<file path="src/rtl/axi_multi_port_bridge_if.sv">
// Request/response ports and AXI3 master channels of the multi-port bridge.
// The master modport is the bridge's view; the slave modport is the requesters' and memory's view.
interface axi_multi_port_bridge_if #(
    parameter int unsigned NUM_PORTS = 2,
    parameter int unsigned ADDR_W    = 32,
    parameter int unsigned DATA_W    = 32,
    parameter int unsigned ID_W      = 4
);
    logic [NUM_PORTS-1:0]          req_valid;
    logic [NUM_PORTS-1:0]          req_ready;
    logic [NUM_PORTS-1:0]          req_wr;
    logic [NUM_PORTS*ADDR_W-1:0]   req_addr;
    logic [NUM_PORTS*8-1:0]        req_len;
    logic [NUM_PORTS*3-1:0]        req_size;
    logic [NUM_PORTS*DATA_W-1:0]   req_wdata;
    logic [NUM_PORTS*DATA_W/8-1:0] req_wstrb;
    logic [NUM_PORTS-1:0]          rsp_rvalid;
    logic [DATA_W-1:0]             rsp_rdata;
    logic                          rsp_rlast;
    logic [NUM_PORTS-1:0]          rsp_wdone;
    logic                          rsp_err;

    logic [ID_W-1:0]     arid;
    logic [ADDR_W-1:0]   araddr;
    logic [7:0]          arlen;
    logic [2:0]          arsize;
    logic [1:0]          arburst;
    logic [1:0]          arlock;
    logic [3:0]          arcache;
    logic [2:0]          arprot;
    logic                arvalid;
    logic                arready;
    logic [ID_W-1:0]     rid;
    logic [DATA_W-1:0]   rdata;
    logic [1:0]          rresp;
    logic                rlast;
    logic                rvalid;
    logic                rready;
    logic [ID_W-1:0]     awid;
    logic [ADDR_W-1:0]   awaddr;
    logic [7:0]          awlen;
    logic [2:0]          awsize;
    logic [1:0]          awburst;
    logic [1:0]          awlock;
    logic [3:0]          awcache;
    logic [2:0]          awprot;
    logic                awvalid;
    logic                awready;
    logic [ID_W-1:0]     wid;
    logic [DATA_W-1:0]   wdata;
    logic [DATA_W/8-1:0] wstrb;
    logic                wlast;
    logic                wvalid;
    logic                wready;
    logic [ID_W-1:0]     bid;
    logic [1:0]          bresp;
    logic                bvalid;
    logic                bready;

    modport master (
        input  req_valid, req_wr, req_addr, req_len, req_size, req_wdata, req_wstrb,
        output req_ready, rsp_rvalid, rsp_rdata, rsp_rlast, rsp_wdone, rsp_err,
        output arid, araddr, arlen, arsize, arburst, arlock, arcache, arprot, arvalid,
        input  arready,
        input  rid, rdata, rresp, rlast, rvalid,
        output rready,
        output awid, awaddr, awlen, awsize, awburst, awlock, awcache, awprot, awvalid,
        input  awready,
        output wid, wdata, wstrb, wlast, wvalid,
        input  wready,
        input  bid, bresp, bvalid,
        output bready
    );

    modport slave (
        output req_valid, req_wr, req_addr, req_len, req_size, req_wdata, req_wstrb,
        input  req_ready, rsp_rvalid, rsp_rdata, rsp_rlast, rsp_wdone, rsp_err,
        input  arid, araddr, arlen, arsize, arburst, arlock, arcache, arprot, arvalid,
        output arready,
        output rid, rdata, rresp, rlast, rvalid,
        input  rready,
        input  awid, awaddr, awlen, awsize, awburst, awlock, awcache, awprot, awvalid,
        output awready,
        input  wid, wdata, wstrb, wlast, wvalid,
        output wready,
        output bid, bresp, bvalid,
        input  bready
    );
endinterface

</file>
<file path="src/rtl/axi_multi_port_bridge.sv">
// Round-robin bridge from NUM_PORTS request ports to one AXI3 master: one read burst
// and one single-beat write in flight, with reads to a pending write's word held back.
module axi_multi_port_bridge #(
    parameter int unsigned NUM_PORTS = 2,
    parameter int unsigned ADDR_W    = 32,
    parameter int unsigned DATA_W    = 32,
    parameter int unsigned ID_W      = 4,
    parameter int unsigned MAX_LEN   = 8
) (
    input logic                     aclk,
    input logic                     aresetn,
    axi_multi_port_bridge_if.master bus
);
    localparam int unsigned PTR_W  = (NUM_PORTS > 1) ? $clog2(NUM_PORTS) : 1;
    localparam int unsigned STRB_W = DATA_W / 8;
    localparam logic [7:0]  LEN_CAP = 8'(MAX_LEN - 1);

    typedef enum logic [1:0] {RIdle, RAr, RData} r_state_e;
    typedef enum logic [1:0] {WIdle, WSend, WResp} w_state_e;

    r_state_e          r_state_q;
    w_state_e          w_state_q;
    logic [PTR_W-1:0]  rr_ptr_q;

    logic [ADDR_W-1:0] r_addr_q;
    logic [7:0]        r_len_q;
    logic [2:0]        r_size_q;
    logic [ID_W-1:0]   r_id_q;
    logic              arvalid_q, rready_q;

    logic [ADDR_W-1:0] w_addr_q;
    logic [2:0]        w_size_q;
    logic [DATA_W-1:0] w_data_q;
    logic [STRB_W-1:0] w_strb_q;
    logic [ID_W-1:0]   w_id_q;
    logic              awvalid_q, wvalid_q, bready_q;

    logic [NUM_PORTS-1:0] hazard, eligible, grant;
    logic                 grant_any;
    logic [PTR_W-1:0]     grant_idx;
    logic                 g_wr;
    logic [ADDR_W-1:0]    g_addr;
    logic [7:0]           g_len;
    logic [2:0]           g_size;
    logic [DATA_W-1:0]    g_wdata;
    logic [STRB_W-1:0]    g_wstrb;
    logic                 r_beat, b_beat;

    // Eligibility is forced low during reset so no grant is visible while aresetn is asserted.
    always_comb begin
        hazard   = '0;
        eligible = '0;
        for (int unsigned i = 0; i < NUM_PORTS; i++) begin
            hazard[i] = (w_state_q != WIdle) &&
                        (bus.req_addr[i*ADDR_W+2 +: ADDR_W-2] == w_addr_q[ADDR_W-1:2]);
            eligible[i] = aresetn && bus.req_valid[i] &&
                          (bus.req_wr[i] ? (w_state_q == WIdle)
                                         : ((r_state_q == RIdle) && !hazard[i]));
        end
    end

    always_comb begin
        grant_any = 1'b0;
        grant_idx = '0;
        grant     = '0;
        for (int unsigned k = 1; k <= NUM_PORTS; k++) begin
            for (int unsigned i = 0; i < NUM_PORTS; i++) begin
                if (!grant_any && eligible[i] && (i == (32'(rr_ptr_q) + k) % NUM_PORTS)) begin
                    grant_any = 1'b1;
                    grant_idx = PTR_W'(i);
                    grant[i]  = 1'b1;
                end
            end
        end
    end

    always_comb begin
        g_wr    = 1'b0;
        g_addr  = '0;
        g_len   = '0;
        g_size  = '0;
        g_wdata = '0;
        g_wstrb = '0;
        for (int unsigned i = 0; i < NUM_PORTS; i++) begin
            if (grant[i]) begin
                g_wr    = bus.req_wr[i];
                g_addr  = bus.req_addr[i*ADDR_W +: ADDR_W];
                g_len   = bus.req_len[i*8 +: 8];
                g_size  = bus.req_size[i*3 +: 3];
                g_wdata = bus.req_wdata[i*DATA_W +: DATA_W];
                g_wstrb = bus.req_wstrb[i*STRB_W +: STRB_W];
            end
        end
    end

    always_ff @(posedge aclk or negedge aresetn) begin
        if (!aresetn) begin
            r_state_q <= RIdle;
            w_state_q <= WIdle;
            rr_ptr_q  <= PTR_W'(NUM_PORTS - 1);
            r_addr_q  <= '0;
            r_len_q   <= '0;
            r_size_q  <= '0;
            r_id_q    <= '0;
            arvalid_q <= 1'b0;
            rready_q  <= 1'b0;
            w_addr_q  <= '0;
            w_size_q  <= '0;
            w_data_q  <= '0;
            w_strb_q  <= '0;
            w_id_q    <= '0;
            awvalid_q <= 1'b0;
            wvalid_q  <= 1'b0;
            bready_q  <= 1'b0;
        end else begin
            if (grant_any) rr_ptr_q <= grant_idx;

            case (r_state_q)
                RIdle: if (grant_any && !g_wr) begin
                    r_addr_q  <= g_addr;
                    r_size_q  <= g_size;
                    r_len_q   <= (g_len > LEN_CAP) ? LEN_CAP : g_len;
                    r_id_q    <= ID_W'(grant_idx);
                    arvalid_q <= 1'b1;
                    r_state_q <= RAr;
                end
                RAr: if (bus.arready) begin
                    arvalid_q <= 1'b0;
                    rready_q  <= 1'b1;
                    r_state_q <= RData;
                end
                RData: if (bus.rvalid && bus.rlast) begin
                    rready_q  <= 1'b0;
                    r_state_q <= RIdle;
                end
                default: r_state_q <= RIdle;
            endcase

            case (w_state_q)
                WIdle: if (grant_any && g_wr) begin
                    w_addr_q  <= g_addr;
                    w_size_q  <= g_size;
                    w_data_q  <= g_wdata;
                    w_strb_q  <= g_wstrb;
                    w_id_q    <= ID_W'(grant_idx);
                    awvalid_q <= 1'b1;
                    wvalid_q  <= 1'b1;
                    w_state_q <= WSend;
                end
                WSend: begin
                    if (bus.awready) awvalid_q <= 1'b0;
                    if (bus.wready)  wvalid_q  <= 1'b0;
                    // Both channels done, whether together or in either order.
                    if ((!awvalid_q || bus.awready) && (!wvalid_q || bus.wready)) begin
                        bready_q  <= 1'b1;
                        w_state_q <= WResp;
                    end
                end
                WResp: if (bus.bvalid) begin
                    bready_q  <= 1'b0;
                    w_state_q <= WIdle;
                end
                default: w_state_q <= WIdle;
            endcase
        end
    end

    assign r_beat = (r_state_q == RData) && bus.rvalid;
    assign b_beat = (w_state_q == WResp) && bus.bvalid;

    // Beats go to the port named by rid; a foreign rid is still routed but flagged.
    always_comb begin
        bus.rsp_rvalid = '0;
        bus.rsp_wdone  = '0;
        for (int unsigned i = 0; i < NUM_PORTS; i++) begin
            bus.rsp_rvalid[i] = r_beat && (32'(bus.rid) == i);
            bus.rsp_wdone[i]  = b_beat && (32'(bus.bid) == i);
        end
    end

    assign bus.req_ready = grant;
    assign bus.rsp_rdata = bus.rdata;
    assign bus.rsp_rlast = r_beat && bus.rlast;
    assign bus.rsp_err   = (r_beat && ((bus.rresp != 2'b00) || (bus.rid != r_id_q))) ||
                           (b_beat && (bus.bresp != 2'b00));

    assign bus.arid    = r_id_q;
    assign bus.araddr  = r_addr_q;
    assign bus.arlen   = r_len_q;
    assign bus.arsize  = r_size_q;
    assign bus.arburst = 2'b01;
    assign bus.arlock  = 2'b00;
    assign bus.arcache = 4'b0000;
    assign bus.arprot  = 3'b000;
    assign bus.arvalid = arvalid_q;
    assign bus.rready  = rready_q;

    assign bus.awid    = w_id_q;
    assign bus.awaddr  = w_addr_q;
    assign bus.awlen   = 8'd0;
    assign bus.awsize  = w_size_q;
    assign bus.awburst = 2'b01;
    assign bus.awlock  = 2'b00;
    assign bus.awcache = 4'b0000;
    assign bus.awprot  = 3'b000;
    assign bus.awvalid = awvalid_q;
    assign bus.wid     = w_id_q;
    assign bus.wdata   = w_data_q;
    assign bus.wstrb   = w_strb_q;
    assign bus.wlast   = 1'b1;
    assign bus.wvalid  = wvalid_q;
    assign bus.bready  = bready_q;
endmodule

</file>
<file path="src/flat_wrapper.sv">
// flat-port wrapper written by rule: the top's interface ports become plain ports
module axi_multi_port_bridge_flat 
#(
    parameter int unsigned NUM_PORTS = 2,
    parameter int unsigned ADDR_W    = 32,
    parameter int unsigned DATA_W    = 32,
    parameter int unsigned ID_W      = 4,
    parameter int unsigned MAX_LEN   = 8
)
  (aclk, aresetn, bus_req_valid, bus_req_wr, bus_req_addr, bus_req_len, bus_req_size, bus_req_wdata, bus_req_wstrb, bus_req_ready, bus_rsp_rvalid, bus_rsp_rdata, bus_rsp_rlast, bus_rsp_wdone, bus_rsp_err, bus_arid, bus_araddr, bus_arlen, bus_arsize, bus_arburst, bus_arlock, bus_arcache, bus_arprot, bus_arvalid, bus_arready, bus_rid, bus_rdata, bus_rresp, bus_rlast, bus_rvalid, bus_rready, bus_awid, bus_awaddr, bus_awlen, bus_awsize, bus_awburst, bus_awlock, bus_awcache, bus_awprot, bus_awvalid, bus_awready, bus_wid, bus_wdata, bus_wstrb, bus_wlast, bus_wvalid, bus_wready, bus_bid, bus_bresp, bus_bvalid, bus_bready);
  axi_multi_port_bridge_if #(.NUM_PORTS(NUM_PORTS), .ADDR_W(ADDR_W), .DATA_W(DATA_W), .ID_W(ID_W)) bus_i ();
  input logic aclk;
  input logic aresetn;
  input wire logic [$bits(bus_i.req_valid)-1:0] bus_req_valid;
  input wire logic [$bits(bus_i.req_wr)-1:0] bus_req_wr;
  input wire logic [$bits(bus_i.req_addr)-1:0] bus_req_addr;
  input wire logic [$bits(bus_i.req_len)-1:0] bus_req_len;
  input wire logic [$bits(bus_i.req_size)-1:0] bus_req_size;
  input wire logic [$bits(bus_i.req_wdata)-1:0] bus_req_wdata;
  input wire logic [$bits(bus_i.req_wstrb)-1:0] bus_req_wstrb;
  output wire logic [$bits(bus_i.req_ready)-1:0] bus_req_ready;
  output wire logic [$bits(bus_i.rsp_rvalid)-1:0] bus_rsp_rvalid;
  output wire logic [$bits(bus_i.rsp_rdata)-1:0] bus_rsp_rdata;
  output wire logic [$bits(bus_i.rsp_rlast)-1:0] bus_rsp_rlast;
  output wire logic [$bits(bus_i.rsp_wdone)-1:0] bus_rsp_wdone;
  output wire logic [$bits(bus_i.rsp_err)-1:0] bus_rsp_err;
  output wire logic [$bits(bus_i.arid)-1:0] bus_arid;
  output wire logic [$bits(bus_i.araddr)-1:0] bus_araddr;
  output wire logic [$bits(bus_i.arlen)-1:0] bus_arlen;
  output wire logic [$bits(bus_i.arsize)-1:0] bus_arsize;
  output wire logic [$bits(bus_i.arburst)-1:0] bus_arburst;
  output wire logic [$bits(bus_i.arlock)-1:0] bus_arlock;
  output wire logic [$bits(bus_i.arcache)-1:0] bus_arcache;
  output wire logic [$bits(bus_i.arprot)-1:0] bus_arprot;
  output wire logic [$bits(bus_i.arvalid)-1:0] bus_arvalid;
  input wire logic [$bits(bus_i.arready)-1:0] bus_arready;
  input wire logic [$bits(bus_i.rid)-1:0] bus_rid;
  input wire logic [$bits(bus_i.rdata)-1:0] bus_rdata;
  input wire logic [$bits(bus_i.rresp)-1:0] bus_rresp;
  input wire logic [$bits(bus_i.rlast)-1:0] bus_rlast;
  input wire logic [$bits(bus_i.rvalid)-1:0] bus_rvalid;
  output wire logic [$bits(bus_i.rready)-1:0] bus_rready;
  output wire logic [$bits(bus_i.awid)-1:0] bus_awid;
  output wire logic [$bits(bus_i.awaddr)-1:0] bus_awaddr;
  output wire logic [$bits(bus_i.awlen)-1:0] bus_awlen;
  output wire logic [$bits(bus_i.awsize)-1:0] bus_awsize;
  output wire logic [$bits(bus_i.awburst)-1:0] bus_awburst;
  output wire logic [$bits(bus_i.awlock)-1:0] bus_awlock;
  output wire logic [$bits(bus_i.awcache)-1:0] bus_awcache;
  output wire logic [$bits(bus_i.awprot)-1:0] bus_awprot;
  output wire logic [$bits(bus_i.awvalid)-1:0] bus_awvalid;
  input wire logic [$bits(bus_i.awready)-1:0] bus_awready;
  output wire logic [$bits(bus_i.wid)-1:0] bus_wid;
  output wire logic [$bits(bus_i.wdata)-1:0] bus_wdata;
  output wire logic [$bits(bus_i.wstrb)-1:0] bus_wstrb;
  output wire logic [$bits(bus_i.wlast)-1:0] bus_wlast;
  output wire logic [$bits(bus_i.wvalid)-1:0] bus_wvalid;
  input wire logic [$bits(bus_i.wready)-1:0] bus_wready;
  input wire logic [$bits(bus_i.bid)-1:0] bus_bid;
  input wire logic [$bits(bus_i.bresp)-1:0] bus_bresp;
  input wire logic [$bits(bus_i.bvalid)-1:0] bus_bvalid;
  output wire logic [$bits(bus_i.bready)-1:0] bus_bready;
  assign bus_i.req_valid = bus_req_valid;
  assign bus_i.req_wr = bus_req_wr;
  assign bus_i.req_addr = bus_req_addr;
  assign bus_i.req_len = bus_req_len;
  assign bus_i.req_size = bus_req_size;
  assign bus_i.req_wdata = bus_req_wdata;
  assign bus_i.req_wstrb = bus_req_wstrb;
  assign bus_req_ready = bus_i.req_ready;
  assign bus_rsp_rvalid = bus_i.rsp_rvalid;
  assign bus_rsp_rdata = bus_i.rsp_rdata;
  assign bus_rsp_rlast = bus_i.rsp_rlast;
  assign bus_rsp_wdone = bus_i.rsp_wdone;
  assign bus_rsp_err = bus_i.rsp_err;
  assign bus_arid = bus_i.arid;
  assign bus_araddr = bus_i.araddr;
  assign bus_arlen = bus_i.arlen;
  assign bus_arsize = bus_i.arsize;
  assign bus_arburst = bus_i.arburst;
  assign bus_arlock = bus_i.arlock;
  assign bus_arcache = bus_i.arcache;
  assign bus_arprot = bus_i.arprot;
  assign bus_arvalid = bus_i.arvalid;
  assign bus_i.arready = bus_arready;
  assign bus_i.rid = bus_rid;
  assign bus_i.rdata = bus_rdata;
  assign bus_i.rresp = bus_rresp;
  assign bus_i.rlast = bus_rlast;
  assign bus_i.rvalid = bus_rvalid;
  assign bus_rready = bus_i.rready;
  assign bus_awid = bus_i.awid;
  assign bus_awaddr = bus_i.awaddr;
  assign bus_awlen = bus_i.awlen;
  assign bus_awsize = bus_i.awsize;
  assign bus_awburst = bus_i.awburst;
  assign bus_awlock = bus_i.awlock;
  assign bus_awcache = bus_i.awcache;
  assign bus_awprot = bus_i.awprot;
  assign bus_awvalid = bus_i.awvalid;
  assign bus_i.awready = bus_awready;
  assign bus_wid = bus_i.wid;
  assign bus_wdata = bus_i.wdata;
  assign bus_wstrb = bus_i.wstrb;
  assign bus_wlast = bus_i.wlast;
  assign bus_wvalid = bus_i.wvalid;
  assign bus_i.wready = bus_wready;
  assign bus_i.bid = bus_bid;
  assign bus_i.bresp = bus_bresp;
  assign bus_i.bvalid = bus_bvalid;
  assign bus_bready = bus_i.bready;
  axi_multi_port_bridge #(.NUM_PORTS(NUM_PORTS), .ADDR_W(ADDR_W), .DATA_W(DATA_W), .ID_W(ID_W), .MAX_LEN(MAX_LEN)) u_core (.aclk(aclk), .aresetn(aresetn), .bus(bus_i));
endmodule
</file>
<file path="config.mk">
export PLATFORM = sky130hd
export DESIGN_NAME = axi_multi_port_bridge_flat
export DESIGN_NICKNAME = d
export VERILOG_FILES = /design/src/rtl/axi_multi_port_bridge_if.sv /design/src/rtl/axi_multi_port_bridge.sv /design/src/flat_wrapper.sv
export SDC_FILE = /design/constraint.sdc
export NUM_CORES = 1
export LEC_CHECK = 0
export BUFFER_PORTS_ARGS = -buffer_cell sky130_fd_sc_hd__buf_2
export CORE_AREA = 4 4 162 164
export DETAILED_ROUTE_END_ITERATION = 8
export DIE_AREA = 0 0 166 168
export SYNTH_ARGS = -nofsm -noshare
export SYNTH_HDL_FRONTEND = slang
export SYNTH_SLANG_ARGS = --single-unit
</file>
<file path="constraint.sdc">
create_clock -name aclk -period 3 [get_ports aclk]
set_input_delay 0.3 -clock aclk [delete_from_list [all_inputs] [get_ports aclk]]
set_output_delay 0.3 -clock aclk [all_outputs]
set_load 0.02 [all_outputs]
</file>
==> results.md <==
- Outcome: finished clean
- Final hold vios: 0
- Critical path endpoint category: output port
- Layout area overhead: 32.26%
- Leakage: 5.105 nW
- Skew-Pair Late Insertion Delay: 410 ps
- Vias: ~5,400
- Total track usage: around 15%
- DR pass1 iterations: 4
- Sw frac: roughly two fifths
- Layout cells sized above 1: a little over half
- Crit-path max FO: 27
- Crit start category: flop
- Number of DRC markers in iteration 0: 219
- RSZ-0062 raised after global routing: yes
- Proportion of power drawn by combinational gates: 45.5%
- # setup viols final: 0
- # fillers: 2,431
- Initial antenna violation count: 2
- PD cells: between 900 and 1000 nW/µm²
- Die span in y: between 150 and 200 µm
- Sequential power share: between 30% and 40%
- TNS Setup: 0 ps
- Peak VDD IR: ~340 µV
- FF+latch count, synth: around 130
- CP max stage cell: dfrtp_1
- Slowest cell delay on critical path: around 420 ps
- Total CTS buffers: 17
- Buf+Inv Stages, Crit Path: 3
- Clock network power share: a little under a quarter
- Core Region: approximately 25,000 µm²
- Port Buf Inserts: a little over 300
- Total congestion overflow: 0
- DR DRC count: 0
- Synth top area cells: dfrtp_1, mux2_4, a22o_1
- Synth Warn #: 0
- Post-synthesis sequential area ratio: 43.56%
- Clk root buf: clkbuf_16
- DP Cell Count: between 1,000 and 1,500
- Worst-Margin Slew: just under 1000 ps
- Post-synth top cells: dfrtp_1, buf_4, a22o_1
- Async S/R FF share, synth: 100.0%
- Post-synth top area cell: dfrtp_1
- CTS tree: yes
- Synthesized area per cell: 12.55 µm²
- WL final: 22,170 µm
- Clock skew: 10.03 ps
- Core Rows: a little under 60
- Critical-path cell list: xor2_1 > nor4_1 > buf_4 > nand4_1 > o2111ai_4 > o21a_4 > buf_12 > buf_2
- Post-Synthesis Cells: slightly below 600
- Htree depth: 4
- First-pass GRT wire length: ~33,000 µm
- Initial core utilization: between 20% and 30%
- Most frequent cell after synthesis: dfrtp_1
- Post-DP HPWL: 17,080 µm
- Period minus WS final: 2847 ps
- Placer congestion estimate: 0.8040
- Netlist cell types: 47
- Hold Path Class: in -> reg
- IO Pins: approximately 420
- Pint: about 5.7 mW
- Tcrit/Tclk final: between 90 and 100%
- Non-filler instance count after layout: ~1,200
- Cell family with most CP delay: buffers and inverters
- CTS Sinks: 126
- Post-synthesis cell area: 7241 µm²
- Synth Flop Type: dfrtp_1
- DR vias/cell: 4.393
- CP required: 2700 ps
- EDFF count, synth: 0
- Worst Path Arrival: roughly 2600 ps
- NetSw: 3.691 mW
- Post-route ant nets: 0
- WL/cell: 18.16 µm
- Max Clk Rate: 351.2 MHz
- Die width: around 170 µm
- Path type of the worst setup path: reg -> out
- Clock Path Buffers: 2
- Max-slew headroom: approximately a third
- Max-Cap Viols: 0
- Largest net degree at the start of global routing: 75
- Reg clk slew, reported paths: ~60 ps
- Synth top area share: a little over two fifths
- Final net count: about 1,100
- Vias in the first global route: around 5,500
- Slew Viols, Final: 0
- Die area: roughly 28,000 µm²
[per-layer routing]
metal  up-vias  global-route usage (%)  routed length [µm]
li1       2563                       -                   -
met1      2583                   19.42                9444
met2       198                   25.09               10980
met3        20                   4.813                1439
met4         0                   4.699                 311
met5         -                       0                   0
[cell type report]
class / instances / area (µm²) / area share [%]
repair buffers: 343 / 1921 / 20.05
clock buffers: 19 / 432.9 / 4.521
multi-input cells: 380 / 3458 / 36.11
flip-flops and latches: 126 / 3154 / 32.94
inverters: 7 / 26.28 / 0.2744
clock inverters: 13 / 163.9 / 1.712
well taps: 330 / 412.9 / 4.311
diodes: 3 / 7.507 / 0.07839
[layout by cell type (no fill, tap or decap), types with 2 or more instances in the layout]
| cell | n |
|---|---|
| conb_1 | 40 |
| a221o_1 | 3 |
| inv_1 | 7 |
| a21oi_1 | 4 |
| clkinv_4 | 2 |
| a22o_1 | 71 |
| clkbuf_1 | 2 |
| nand4_1 | 10 |
| diode_2 | 3 |
| buf_2 | 309 |
| mux2_1 | 20 |
| nor4_1 | 8 |
| nor3_1 | 6 |
| a21o_1 | 3 |
| mux2_4 | 68 |
| bufinv_16 | 3 |
| buf_12 | 7 |
| o21ai_0 | 4 |
| xnor2_1 | 27 |
| inv_6 | 3 |
| mux2_2 | 21 |
| xor2_1 | 34 |
| buf_4 | 24 |
| nor2b_1 | 6 |
| o22ai_1 | 2 |
| clkinv_2 | 3 |
| clkinvlp_4 | 2 |
| clkbuf_16 | 17 |
| dfrtp_1 | 125 |
| nor2_1 | 9 |
| nand2_1 | 12 |
| or2_2 | 10 |
[stage by stage]
step	hold WS (ps)	worst slack [ps]	power [mW]	util, %	instance area (µm²)
after detailed placement	122.1	179.2	7.212	35.41	8815
after global placement	120.1	218.5	7.184	35.41	8815
after CTS	98.48	4.261	9.430	38.08	9479
after floorplan	4.409	430.9	5.794	-	7383
final	123.2	152.8	9.362	38.47	9577
after global routing	104.6	1.845	9.898	38.46	9574
[path summary, 6_finish.rpt]
path / start / to / slack [ps] / cells past startpoint
setup reg to reg: u_core.bus.awaddr[6] / u_core.bus.arlen[0] / 160 / 11
setup / recovery: u_core.bus.awaddr[6] / bus_req_ready[0] / 150 / 8
min in group asynchronous: aresetn / u_core.bus.awaddr[29] / 320 / 2
hold / removal: bus_bvalid / u_core.w_state_q[1] / 120 / 2
max in group asynchronous: aresetn / u_core.bus.awaddr[28] / 830 / 4
hold reg to reg: u_core.bus.arvalid / u_core.bus.arvalid / 480 / 1
[kinds of logic (layout without fill, tap and decap cells)]
logic type	after synthesis	after routing	share of synthesized area, %
buffers and inverters	109	382	11.49
AND/OR/NAND/NOR	73	73	5.651
multiplexers	109	109	20.48
AO/OA/AOI/OAI	97	97	11.34
other	2	43	0.1037
flip-flops	126	126	43.56
XOR/XNOR	61	61	7.379
[power groups by stage]
| stage | clock network, mW | registers (mW) | logic (mW) |
|---|---|---|---|
| global route | 2.26 | 3.09 | 4.55 |
| global placement | 0 | 2.99 | 4.19 |
| floorplan | 0 | 3.76 | 2.03 |
| finish | 2.13 | 2.97 | 4.26 |
| detailed placement | 0 | 2.99 | 4.22 |
| CTS | 2.18 | 2.98 | 4.27 |
[state kept, by name (all words and copies together) (netlist names), 2 cells and up]
name / flops
u_core.w_state_q: 2
u_core.bus.arlen: 8
u_core.bus.arsize: 3
u_core.bus.wstrb: 4
u_core.bus.araddr: 32
u_core.bus.awsize: 3
u_core.r_state_q: 2
u_core.bus.wdata: 32
u_core.bus.awaddr: 32
[repair_timing]
item	4_1_cts	5_1_grt
gates cloned	1	0
endpoints found under the setup margin	2	5
resized for setup	2	3
endpoints found under the hold margin	6	0
hold buffers	1	0
setup buffers	1	10
pin swaps	1	4
Note: power is estimated with default switching activity, not from simulation.
